File: config.mk
export PLATFORM = sky130hd
export DESIGN_NAME = multi_lane_adder_acc
export DESIGN_NICKNAME = d
export VERILOG_FILES = /design/src/rtl/multi_lane_adder_acc.sv
export SDC_FILE = /design/constraint.sdc
export NUM_CORES = 1
export LEC_CHECK = 0
export ABC_AREA = 1
export BUFFER_PORTS_ARGS = -buffer_cell sky130_fd_sc_hd__buf_2
export CORE_MARGIN = 4
export CORE_UTILIZATION = 30
export DETAILED_ROUTE_END_ITERATION = 6
export PLACE_DENSITY_LB_ADDON = 0.25
export SLEW_MARGIN = 20
export SYNTH_ARGS = -nofsm -noshare
export SYNTH_HDL_FRONTEND = slang
export SYNTH_SLANG_ARGS = --single-unit
export TNS_END_PERCENT = 5
File: constraint.sdc
create_clock -name clk -period 2.7 [get_ports clk]
set_input_delay 0.54 -clock clk [delete_from_list [all_inputs] [get_ports clk]]
set_output_delay 0.54 -clock clk [all_outputs]
set_load 0.005 [all_outputs]
File: src/rtl/multi_lane_adder_acc.sv
// Multi-lane unsigned add/sub/accumulate unit with a one-deep valid/ready output register.
// Lanes are fully independent; SAT selects wrap-around or clamping arithmetic.
module multi_lane_adder_acc #(
  parameter int WIDTH = 2,
  parameter int LANES = 4,
  parameter int SAT   = 0
) (
  input  logic                     clk,
  input  logic                     reset,
  input  logic                     ena,
  input  logic                     in_valid,
  output logic                     in_ready,
  input  logic [1:0]               mode,
  input  logic [LANES*WIDTH-1:0]   op_a,
  input  logic [LANES*WIDTH-1:0]   op_b,
  output logic                     out_valid,
  input  logic                     out_ready,
  output logic [LANES*WIDTH-1:0]   sum,
  output logic [LANES-1:0]         carry
);

  localparam logic [1:0] MODE_ADD = 2'b00;
  localparam logic [1:0] MODE_SUB = 2'b01;
  localparam logic [1:0] MODE_ACC = 2'b10;
  localparam logic [1:0] MODE_CLR = 2'b11;

  // Returns {carry, result}; saturates to all-ones on overflow when SAT is set.
  function automatic logic [WIDTH:0] add_lane(input logic [WIDTH-1:0] a,
                                               input logic [WIDTH-1:0] b);
    logic [WIDTH:0] full;
    full = {1'b0, a} + {1'b0, b};
    if ((SAT != 0) && full[WIDTH]) begin
      full[WIDTH-1:0] = {WIDTH{1'b1}};
    end
    return full;
  endfunction

  // Returns {borrow, result}; the extra bit of the wide difference is the borrow.
  function automatic logic [WIDTH:0] sub_lane(input logic [WIDTH-1:0] a,
                                               input logic [WIDTH-1:0] b);
    logic [WIDTH:0] full;
    full = {1'b0, a} - {1'b0, b};
    if ((SAT != 0) && full[WIDTH]) begin
      full[WIDTH-1:0] = '0;
    end
    return full;
  endfunction

  logic                   out_valid_q, out_valid_d;
  logic [LANES*WIDTH-1:0] sum_q, sum_d;
  logic [LANES-1:0]       carry_q, carry_d;
  logic [LANES*WIDTH-1:0] acc_q, acc_d;
  logic                   accept;

  assign in_ready  = reset || !out_valid_q || out_ready;
  assign accept    = in_valid && in_ready && ena;
  assign out_valid = out_valid_q;
  assign sum       = sum_q;
  assign carry     = carry_q;

  always_comb begin
    logic [WIDTH:0] lane_res;
    out_valid_d = out_valid_q;
    sum_d       = sum_q;
    carry_d     = carry_q;
    acc_d       = acc_q;
    lane_res    = '0;
    if (ena) begin
      if (accept) begin
        out_valid_d = 1'b1;
        for (int i = 0; i < LANES; i++) begin
          unique case (mode)
            MODE_ADD: lane_res = add_lane(op_a[i*WIDTH +: WIDTH], op_b[i*WIDTH +: WIDTH]);
            MODE_SUB: lane_res = sub_lane(op_a[i*WIDTH +: WIDTH], op_b[i*WIDTH +: WIDTH]);
            MODE_ACC: lane_res = add_lane(acc_q[i*WIDTH +: WIDTH], op_a[i*WIDTH +: WIDTH]);
            MODE_CLR: lane_res = '0;
            default:  lane_res = '0;
          endcase
          sum_d[i*WIDTH +: WIDTH] = lane_res[WIDTH-1:0];
          carry_d[i]              = lane_res[WIDTH];
          if (mode == MODE_ACC || mode == MODE_CLR) begin
            acc_d[i*WIDTH +: WIDTH] = lane_res[WIDTH-1:0];
          end
        end
      end else if (out_ready) begin
        // Result consumed with nothing new behind it; data is left as-is.
        out_valid_d = 1'b0;
      end
    end
  end

  always_ff @(posedge clk) begin
    if (reset) begin
      out_valid_q <= 1'b0;
      sum_q       <= '0;
      carry_q     <= '0;
      acc_q       <= '0;
    end else begin
      out_valid_q <= out_valid_d;
      sum_q       <= sum_d;
      carry_q     <= carry_d;
      acc_q       <= acc_d;
    end
  end

endmodule
==> run_results.csv <==
group,metric,value,unit
outcome,status,"finished, final reports clean",
clock_tree,cts_buffers,3,
timing,rsz0062_at_grt,"false",
run,cap_violations,0,
synthesis,synth_fa_ha_area_share,16.27,%
synthesis,ys_ff_latch,21,
grt,gr-total-overflow,0,
synthesis,yosys_warnings,0,
worst_setup_path,slowest_stage,"fa_1",
clock_tree,clockBufferDepth,2,
power,p_total,0.7315,mW
layout,syn2layout_area_growth,17.86,%
worst_setup_path,crit_top_cell,"inv_1",
timing,finalWorstSetupSlack,0.3692,ns
floorplan,core,4474,um2
timing,hold_slack,0.4648,ns
synthesis,synth_nets,237,
place,dpl_cell_area,1622,um2
layout,n_antenna_cell,0,
route,wl_per_cell,11.73,um
route,first_iter_violations,51,
timing,post-route-min-period,2.331,ns
worst_setup_path,r2r_cells,8,
timing,tightest_slew,0.3624,ns
clock_tree,cts_resized,0,
clock_tree,cts_max_level,1,
timing,tns,0,ns
route,drc,0,
grt,grtUsageTotal,12.33,%
clock_tree,cts_tree,"built",
place,dp_hpwl,2814,um
grt,antenna_found_initial,0,
layout,layout-drive-gt1-share,21.37,%
worst_setup_path,required,2.89,ns
layout,nFillCells,483,
layout,nNetsFinal,274,
floorplan,die_height,76.68,um
power,ir_drop,0.1843,mV
power,p_per_area,438.6,nW/um2
floorplan,rows,24,
clock_tree,path_clk_slew,0.07,ns
timing,fmax,429.0,MHz
clock_tree,cts_root_buffer,"clkbuf_8",
synthesis,synth_top_cell_area_share,29.71,%
worst_setup_path,critPathArrivalTime,2.52,ns
hold_path,hold_class,"flip-flop to flip-flop",
floorplan,fp.dieW,76.68,um
route,wl,3355,um
synthesis,synthCells,198,
grt,grt_pass1_vias,1304,
place,place.gp.congestion,0.8016,
synthesis,synth-simple-area-share,27.85,%
synthesis,synth_compound_area_share,11.05,%
floorplan,dieArea,5880,um2
route,postRouteAntennaNets,0,
place,portBuffers,36,
worst_setup_path,critPathLaunchType,"input pin",
worst_setup_path,cpPeakStageDelay,0.44,ns
synthesis,ys_seq_area_share,29.71,%
clock_tree,clock_latency,0.27,ns
route,via_per_inst,4.594,
synthesis,avgSynthCellArea,7.147,um2
timing,finalSetupViolCount,0,
power,leakagePower,0.8542,nW
route,vias,1314,
worst_setup_path,path_class,"input pin to flip-flop",
worst_setup_path,path_cells,"buf_2 -> inv_1 -> ha_1 -> inv_1 -> buf_4 -> o21ai_0 -> a31oi_1 -> fa_1 -> nor2_1 -> nand4_1 -> a21oi_1",
timing,layout_worst_path_cycle_share,86.32,%
floorplan,start_util,31.63,%
timing,hold_viol,0,
synthesis,yosysUniqueCellTypes,24,
synthesis,muxShareOfSynthArea,0,%
floorplan,io_pins,37,
timing,relSlewSlack,75.78,%
worst_setup_path,crit_path_end_kind,"flip-flop",
layout,final_area,1668,um2
worst_setup_path,ff2ff_setup_slack,1.04,ns
hold_path,whs_path_depth,2,
place,post-place-ws,0.09025,ns
synthesis,synthXorXnorAreaFrac,0,%
route,drtPass1Iterations,4,
synthesis,syn-cell-area,1415,um2
clock_tree,postCtsSetupBuffers,0,
grt,grt_max_degree,18,
timing,clock-skew-final,0.009431,ns
clock_tree,cts_sinks,21,
timing,slew_viol_final,0,
grt,grt_pass1_wl,5961,um
clock_tree,cts_hold_buffers,0,
synthesis,synthTopCellsByArea,"dfxtp_1 30%, ha_1 11%, inv_1 9.8%, nand2_1 9.8%, nor2_1 7.4%",
worst_setup_path,critPathMaxFanout,6,
synthesis,synth_top_family_by_area,"simple AND/OR/NAND/NOR gates",
synthesis,synth_area_leader_cell,"dfxtp_1",
==> routing by layer <==
metal  up-vias  wire length (um)  GRT usage, %
li1        691                 -             -
met1       581              1535         15.66
met2        37              1604         20.82
met3         5               179         3.279
met4         0                36         2.717
met5         -                 0             0
==> cells in the mapped netlist <==
master	count
nand2_2	1
o211ai_1	1
nand3_4	2
buf_6	5
clkbuf_1	2
o21ai_0	12
ha_1	12
nand3_1	10
inv_4	1
o221ai_1	2
inv_1	37
buf_2	1
nand3b_1	2
or2_1	1
nor2_2	1
o22ai_1	1
a31oi_1	1
dfxtp_1	21
fa_1	4
nand2_1	37
a21oi_2	1
nand4_1	5
a21oi_1	10
nor2_1	28
==> power by group <==
group	switching (mW)	total [mW]	internal (mW)
sequential	0.00808	0.334	0.326
combinational	0.112	0.187	0.0759
clock	0.107	0.210	0.103
==> metrics by stage <==
| step | cells | utilization, % |
|---|---|---|
| finish | 286 | 37.28 |
| global route | 286 | 37.28 |
| CTS | 286 | 37.28 |
| detailed placement | 282 | 36.24 |
| global placement | 282 | 36.24 |
| floorplan | 198 | - |
==> final cells by class <==
type | instances | area (um2) | share of cell area [%]
Multi-Input combinational cell | 131 | 780.7 | 46.81
Sequential cell | 21 | 420.4 | 25.21
Timing Repair Buffer | 40 | 210.2 | 12.60
Inverter | 38 | 145.1 | 8.702
Tap cell | 52 | 65.06 | 3.901
Clock buffer | 3 | 41.29 | 2.476
Clock inverter | 1 | 5.005 | 0.3001
==> state kept, by name (all words and copies together) (netlist names) <==
name       count
carry          4
sum            8
out_valid      1
acc_q          8
==> cell usage in the layout (no fill, tap or decap), types with 4 or more instances in the layout <==
cell,n
inv_1,37
nand2_1,37
buf_2,36
nor2_1,28
dfxtp_1,21
o21ai_0,12
ha_1,12
nand3_1,10
a21oi_1,10
nand4_1,5
fa_1,4
buf_4,4
==> worst paths after layout <==
check                              start        to
worst max-delay path             mode[0]  acc_q[1]
worst min-delay path            carry[3]  carry[3]
worst max register to register  acc_q[0]  acc_q[1]
worst min register to register  carry[3]  carry[3]
==> cell families after synthesis <==
family,Yosys count
AOI/OAI and AO/OA,28
adders and majority gates,16
and+or+nand+nor,87
buffers and inverters,46
DFF,21
==> critical path, delay by kind of cell <==
family,cells,cell delay [ns]
simple gates,2,0.27
compound gates,3,0.46
fa+ha+maj,2,0.76
buf+inv,4,0.48
No activity file was read; power rests on OpenSTA's default activity.
